==> src/rtl/sig_gen.sv <==
`default_nettype none
// ============================================================================
// Module   : sig_gen
// Purpose  : Programmable pulse-train generator. A configuration (period,
//            high time, burst length) is offered through a valid/ready
//            handshake, checked for legality and held in a shadow register.
//            It becomes active immediately when idle, or at the next period
//            boundary while running, so no pulse is ever truncated or stretched.
//            It runs continuously or for a fixed number of pulses (burst).
// Ports    : sys_clk    - single clock, rising edge
//            rst_n      - asynchronous active-low reset
//            cfg_valid  - configuration offer
//            cfg_ready  - no configuration pending in the shadow register
//            cfg_period - period in sys_clk cycles
//            cfg_high   - high time per period in sys_clk cycles
//            cfg_burst  - pulses per burst, 0 = continuous
//            enable     - run request, level sensitive
//            sig_out    - registered waveform
//            busy       - generator is running
//            pulse_cnt  - pulses emitted since the last start (saturating)
//            done       - one-cycle pulse at the end of a burst
//            cfg_err    - one-cycle pulse when an accepted config is illegal
// Revision : 1.0 - initial release
// ============================================================================
module sig_gen #(
  parameter int CNT_WIDTH  = 32,
  parameter int MIN_PERIOD = 2
) (
  input  logic                 sys_clk,
  input  logic                 rst_n,
  input  logic                 cfg_valid,
  output logic                 cfg_ready,
  input  logic [CNT_WIDTH-1:0] cfg_period,
  input  logic [CNT_WIDTH-1:0] cfg_high,
  input  logic [CNT_WIDTH-1:0] cfg_burst,
  input  logic                 enable,
  output logic                 sig_out,
  output logic                 busy,
  output logic [CNT_WIDTH-1:0] pulse_cnt,
  output logic                 done,
  output logic                 cfg_err
);

  typedef enum logic [0:0] {
    ST_IDLE = 1'b0,
    ST_RUN  = 1'b1
  } state_t;

  localparam logic [CNT_WIDTH-1:0] c_one        = {{(CNT_WIDTH-1){1'b0}}, 1'b1};
  localparam logic [CNT_WIDTH-1:0] c_min_period = CNT_WIDTH'(MIN_PERIOD);

  state_t                 state_q,      state_d;
  logic [CNT_WIDTH-1:0]   phase_q,      phase_d;
  logic                   sig_out_q,    sig_out_d;
  logic                   busy_q,       busy_d;
  logic                   done_q,       done_d;
  logic                   cfg_err_q,    cfg_err_d;
  logic [CNT_WIDTH-1:0]   pulse_cnt_q,  pulse_cnt_d;
  logic                   pending_q,    pending_d;
  logic                   loaded_q,     loaded_d;
  logic                   armed_q,      armed_d;
  logic [CNT_WIDTH-1:0]   sh_period_q,  sh_period_d;
  logic [CNT_WIDTH-1:0]   sh_high_q,    sh_high_d;
  logic [CNT_WIDTH-1:0]   sh_burst_q,   sh_burst_d;
  logic [CNT_WIDTH-1:0]   act_period_q, act_period_d;
  logic [CNT_WIDTH-1:0]   act_high_q,   act_high_d;
  logic [CNT_WIDTH-1:0]   act_burst_q,  act_burst_d;

  logic                   w_accept;
  logic                   w_illegal;
  logic                   w_boundary;
  logic [CNT_WIDTH-1:0]   w_phase_inc;
  logic [CNT_WIDTH-1:0]   w_cnt_inc;
  logic                   w_burst_end;
  logic                   w_start;

  assign w_accept    = cfg_valid && !pending_q;
  assign w_illegal   = (cfg_period < c_min_period) || (cfg_high == '0) ||
                       (cfg_high >= cfg_period);
  assign w_boundary  = (phase_q == (act_period_q - c_one));
  assign w_phase_inc = phase_q + c_one;
  assign w_cnt_inc   = (pulse_cnt_q == '1) ? pulse_cnt_q : (pulse_cnt_q + c_one);
  assign w_burst_end = (act_burst_q != '0) && (pulse_cnt_q >= act_burst_q);
  // A finished burst must not retrigger while enable is simply held high;
  // armed_q is re-set once enable is seen low in IDLE.
  assign w_start     = enable && loaded_q && (armed_q || (act_burst_q == '0));

  always_comb begin
    state_d      = state_q;
    phase_d      = phase_q;
    sig_out_d    = sig_out_q;
    done_d       = 1'b0;
    cfg_err_d    = 1'b0;
    pulse_cnt_d  = pulse_cnt_q;
    pending_d    = pending_q;
    loaded_d     = loaded_q;
    armed_d      = armed_q;
    sh_period_d  = sh_period_q;
    sh_high_d    = sh_high_q;
    sh_burst_d   = sh_burst_q;
    act_period_d = act_period_q;
    act_high_d   = act_high_q;
    act_burst_d  = act_burst_q;

    // Accept is only possible with pending_q low, and the shadow-to-active
    // copy only with pending_q high, so the two never collide.
    if (w_accept) begin
      if (w_illegal) begin
        cfg_err_d = 1'b1;
      end else begin
        sh_period_d = cfg_period;
        sh_high_d   = cfg_high;
        sh_burst_d  = cfg_burst;
        pending_d   = 1'b1;
      end
    end

    case (state_q)
      ST_IDLE: begin
        sig_out_d = 1'b0;
        if (!enable) begin
          armed_d = 1'b1;
        end
        if (pending_q) begin
          act_period_d = sh_period_q;
          act_high_d   = sh_high_q;
          act_burst_d  = sh_burst_q;
          pending_d    = 1'b0;
          loaded_d     = 1'b1;
        end
        if (w_start) begin
          state_d     = ST_RUN;
          phase_d     = '0;
          sig_out_d   = 1'b1;
          pulse_cnt_d = c_one;
        end
      end

      ST_RUN: begin
        if (w_boundary) begin
          // Stop decisions use the configuration that governed this period.
          if (w_burst_end) begin
            state_d   = ST_IDLE;
            done_d    = 1'b1;
            sig_out_d = 1'b0;
            armed_d   = 1'b0;
          end else if ((act_burst_q == '0) && !enable) begin
            state_d   = ST_IDLE;
            sig_out_d = 1'b0;
          end else begin
            phase_d     = '0;
            sig_out_d   = 1'b1;
            pulse_cnt_d = w_cnt_inc;
            if (pending_q) begin
              act_period_d = sh_period_q;
              act_high_d   = sh_high_q;
              act_burst_d  = sh_burst_q;
              pending_d    = 1'b0;
            end
          end
        end else begin
          phase_d   = w_phase_inc;
          sig_out_d = (w_phase_inc < act_high_q);
        end
      end

      default: begin
        state_d   = ST_IDLE;
        sig_out_d = 1'b0;
      end
    endcase

    busy_d = (state_d == ST_RUN);
  end

  always_ff @(posedge sys_clk or negedge rst_n) begin
    if (!rst_n) begin
      state_q      <= ST_IDLE;
      phase_q      <= '0;
      sig_out_q    <= 1'b0;
      busy_q       <= 1'b0;
      done_q       <= 1'b0;
      cfg_err_q    <= 1'b0;
      pulse_cnt_q  <= '0;
      pending_q    <= 1'b0;
      loaded_q     <= 1'b0;
      armed_q      <= 1'b1;
      sh_period_q  <= '0;
      sh_high_q    <= '0;
      sh_burst_q   <= '0;
      act_period_q <= '0;
      act_high_q   <= '0;
      act_burst_q  <= '0;
    end else begin
      state_q      <= state_d;
      phase_q      <= phase_d;
      sig_out_q    <= sig_out_d;
      busy_q       <= busy_d;
      done_q       <= done_d;
      cfg_err_q    <= cfg_err_d;
      pulse_cnt_q  <= pulse_cnt_d;
      pending_q    <= pending_d;
      loaded_q     <= loaded_d;
      armed_q      <= armed_d;
      sh_period_q  <= sh_period_d;
      sh_high_q    <= sh_high_d;
      sh_burst_q   <= sh_burst_d;
      act_period_q <= act_period_d;
      act_high_q   <= act_high_d;
      act_burst_q  <= act_burst_d;
    end
  end

  assign cfg_ready = !pending_q;
  assign sig_out   = sig_out_q;
  assign busy      = busy_q;
  assign done      = done_q;
  assign cfg_err   = cfg_err_q;
  assign pulse_cnt = pulse_cnt_q;

endmodule
`default_nettype wire

==> config.mk <==
export PLATFORM = sky130hd
export DESIGN_NAME = sig_gen
export DESIGN_NICKNAME = d
export VERILOG_FILES = /design/src/rtl/sig_gen.sv
export SDC_FILE = /design/constraint.sdc
export NUM_CORES = 1
export LEC_CHECK = 0
export BUFFER_PORTS_ARGS = -buffer_cell sky130_fd_sc_hd__buf_2
export CAP_MARGIN = 20
export CORE_AREA = 2 2 155 157
export DETAILED_ROUTE_END_ITERATION = 12
export DIE_AREA = 0 0 157 159
export PLACE_DENSITY = 0.89
export SLEW_MARGIN = 15
export SYNTH_ARGS = -nofsm -noshare
export SYNTH_HDL_FRONTEND = slang
export SYNTH_SLANG_ARGS = --single-unit
==> constraint.sdc <==
create_clock -name sys_clk -period 7.7 [get_ports sys_clk]
set_input_delay 0 -clock sys_clk [delete_from_list [all_inputs] [get_ports sys_clk]]
set_output_delay 0 -clock sys_clk [all_outputs]
set_load 0.02 [all_outputs]
==> run summary <==
### Run status
• status: complete, no violations

### Flow run
• maximum capacitance violations: 0

### Min path
• worst min path class: input port to async pin

### Finish
• net total in the final layout: 1810
• summed area of non-filler cells in the final layout: 17900 µm²
• fraction of layout instances using a drive strength above 1: 24.7%
• most common cell after layout, fill and taps aside: dfrtp_1
• final design utilization: 77.1%
• synthesis-to-layout area growth: 20.1%
• commonest non-fill, non-tap cells in the layout: dfrtp_1 (262), mux2_2 (194), buf_2 (135), inv_1 (116), dlygate4sd3_1 (99)

### Setup path
• maximum fanout count along the critical path: 7
• nature of the critical path startpoint: flip-flop
• Worst Reg-to-Reg Cells: 15
• RR Endpoint: sig_out
• setup slack on the worst flop-to-flop path: 2750 ps
• Worst R2R Start: phase_q[0]
• critical setup path kind: flip-flop to flip-flop
• Data arrival, critical path: 5340 ps
• kind of end point of the critical path: flip-flop
• Crit path required time: 8080 ps

### Power
• sequential group share of total power: 41.4%
• cell area power density: 349 nW/µm²
• portion of total power attributed to combinational logic: 34.4%
• share of total power consumed by net switching: 37.3%
• total internal power: 3.90 mW
• leakage: 8.35 nW
• peak ir drop on the vdd network: 0.000222 V
• clock power share: 24.2%
• switching power: 2.33 mW
• Total Power Consumption: 6.23 mW

### Synthesis
• number of warnings printed during yosys synthesis: 0
• Post-Syn Instances: 1399
• XOR/XNOR share of the synthesized area: 3.94%
• largest family of logic cells by synthesized area: multiplexers
• share of cell area taken by muxes after synthesis: 15.2%
• Netlist Area Pre-Place: 14900 µm²
• library cells used by synthesis: 71
• Synth Area in Compound Gates: 9.86%
• adder-cell share of the synthesized area: 8.24%
• most used flip-flop cell after synthesis: dfrtp_1
• sequential cell area fraction in the yosys report: 44.2%
• synthesized area per cell: 10.6 µm²
• synthesis-stage register bit count: 263
• Syn Nets: 1597
• Post-synth EDFFs: 0
• Async S/R FF share, synth: 100%
• synthesized-area fraction occupied by and/or/nand/nor cells: 14.0%

### Timing
• RSZ-0062 raised after global routing: no
• clock skew: 25.8 ps
• fin. max-slew vios: 0
• hold violation total from the final report: 0
• Highest Clock Rate: 202 MHz
• final hold slack: 6.01 ps
• aggregate negative setup slack: 0 ps
• period utilization: 64.3%
• final worst path period need: 4950 ps
• count of final setup violators: 0
• transition time of the tightest slew-check pin: 1130 ps
• relative max-transition margin: 24.4%

### Global route
• first-pass GRT wire length: 70.4 mm
• maximum number of pins on one net before global-route repair: 185
• remaining global-route overflow: 0
• vias in the first global route: 13000
• antenna violations before repair: 1
• GRT Overall Usage: 35.8%

### Floorplan
• area of the die: 25000 µm²
• Rows: 56
• starting utilization of the core area: 64.2%
• floorplan die height: 159 µm
• core area: 23200 µm²
• I/O pin total: 137
• Die Width: 157 µm

### Detailed routing
• count of routing violations after the opening detailed-route iteration: 1368
• post-detailed-routing wire length: 44.2 mm
• DR vias: 12600
• Detail Route Antenna Nets: 0
• detailed-route wire length per cell: 22.6 µm
• drc violations: 0
• Vias per Instance: 6.44
• detailed-routing iteration count for the pre-antenna-repair pass: 6

### Clocking
• Clk Latency, worst-skew pair: 550 ps
• clock transition at the register clock pins on the worst setup and hold paths after CTS: 60 ps
• number of buffers inserted to repair setup after CTS: 0
• CTS root buffer: clkbuf_16
• Clock Sink Count: 263
• buffer depth of the longest clock path: 3
• quantity of hold-fixing buffers added after cts: 99
• total number of H-tree levels: 1
• number of CTS-inserted buffers: 28
• Gates resized, CTS repair: 0
• TritonCTS clock tree: built

### Place
• Final Wtd Congestion: 0.899
• Detail Placement HPWL: 26.7 mm
• Port Buf Inserts: 136
• cell area reported after detailed placement: 15800 µm²

-- registers in the layout, summed over array words and instances, names as in the netlist --
register      cells
act_period_q     32
sig_out           1
sh_high_q        32
armed_q           1
cfg_err           1
act_high_q       32
loaded_q          1
act_burst_q      32
done              1
pending_q         1
phase_q          32
sh_burst_q       32
sh_period_q      32
pulse_cnt        32
busy              1
-- power groups by stage --
stage	clock network (mW)	registers, mW	logic (mW)
finish	1.51	2.58	2.15
global route	1.57	2.63	2.32
CTS	1.50	2.52	2.05
detailed placement	0	2.53	1.97
global placement	0	2.46	1.83
floorplan	0	2.31	1.49
-- worst max path at each step --
stage,endpoint,from,slack (ps),depth (start not counted)
6_report,sig_out,phase_q[0],2750,15
5_1_grt,sig_out,phase_q[0],2590,15
4_1_cts,sig_out,phase_q[0],2920,16
3_5_place_dp,sig_out,phase_q[0],2950,16
3_3_place_gp,act_high_q[0],act_period_q[8],2770,10
2_1_floorplan,sig_out,phase_q[0],3860,18
-- cell families after synthesis --
logic type / Yosys count
AND/OR/NAND/NOR: 374
flip-flops: 263
AO/OA/AOI/OAI: 220
multiplexers: 201
buffers and inverters: 176
adder cells (fa/ha/maj): 98
XOR/XNOR: 67
-- metrics by stage --
stage / std cells / worst slack [ps]
after floorplan: 1399 / 3860
after global placement: 1802 / 2770
after detailed placement: 1802 / 2950
after CTS: 1953 / 2920
after global routing: 1954 / 2590
final: 1954 / 2750
-- final cells by class --
type / instances / area, µm²
Timing Repair Buffer: 243 / 1750
Clock buffer: 33 / 751
Multi-Input combinational cell: 960 / 7660
Sequential cell: 263 / 6580
Antenna cell: 1 / 2.50
Tap cell: 319 / 399
Clock inverter: 19 / 284
Inverter: 116 / 435
Fill cell: 1318 / 5320
-- metal layers --
metal,up-vias,global-route usage [%],share of wire [%]
met1,6116,45.0,38
met3,215,6.59,8.3
met5,-,0,0
li1,5499,-,-
met2,750,59.1,48
met4,0,18.1,5.8
-- worst max-delay path, stage by stage, from the launching register on --
cell,delay [ps]
dfrtp_1,460
ha_1,260
and2_1,180
and4_1,330
nand3_1,370
nor3_1,600
and3_1,310
nand3_1,170
xnor2_1,200
ha_1,310
nand4_1,150
nor4_1,300
inv_1,160
a2111oi_0,670
a211o_1,200
a21oi_1,90
-- synthesized netlist by cell type (all sizes together), types with 4 or more instances --
master | instances | area, µm²
and4 | 7 | 61.3
o21a | 4 | 30.0
nor2b | 9 | 56.3
mux2i | 7 | 70.1
xnor2 | 41 | 359
o21ai | 52 | 260
and3 | 22 | 138
clkbuf | 50 | 189
dfrtp | 262 | 6560
a211o | 4 | 35.0
or3 | 22 | 138
nor2 | 51 | 191
a21oi | 57 | 285
ha | 98 | 1230
a211oi | 9 | 67.6
o211ai | 5 | 37.5
or4 | 23 | 176
nor4 | 35 | 240
nand4 | 38 | 238
and2 | 6 | 37.5
o31ai | 9 | 67.6
xor2 | 26 | 228
nor3 | 24 | 120
a22o | 15 | 131
a2111oi | 4 | 53.8
nand2b | 11 | 68.8
buf | 10 | 56.3
nand2 | 63 | 236
inv | 116 | 435
a31oi | 6 | 37.5
a21o | 28 | 210
nor3b | 6 | 45.0
mux2 | 194 | 2180
nand3 | 45 | 230
(Power assumes the default switching activity.)
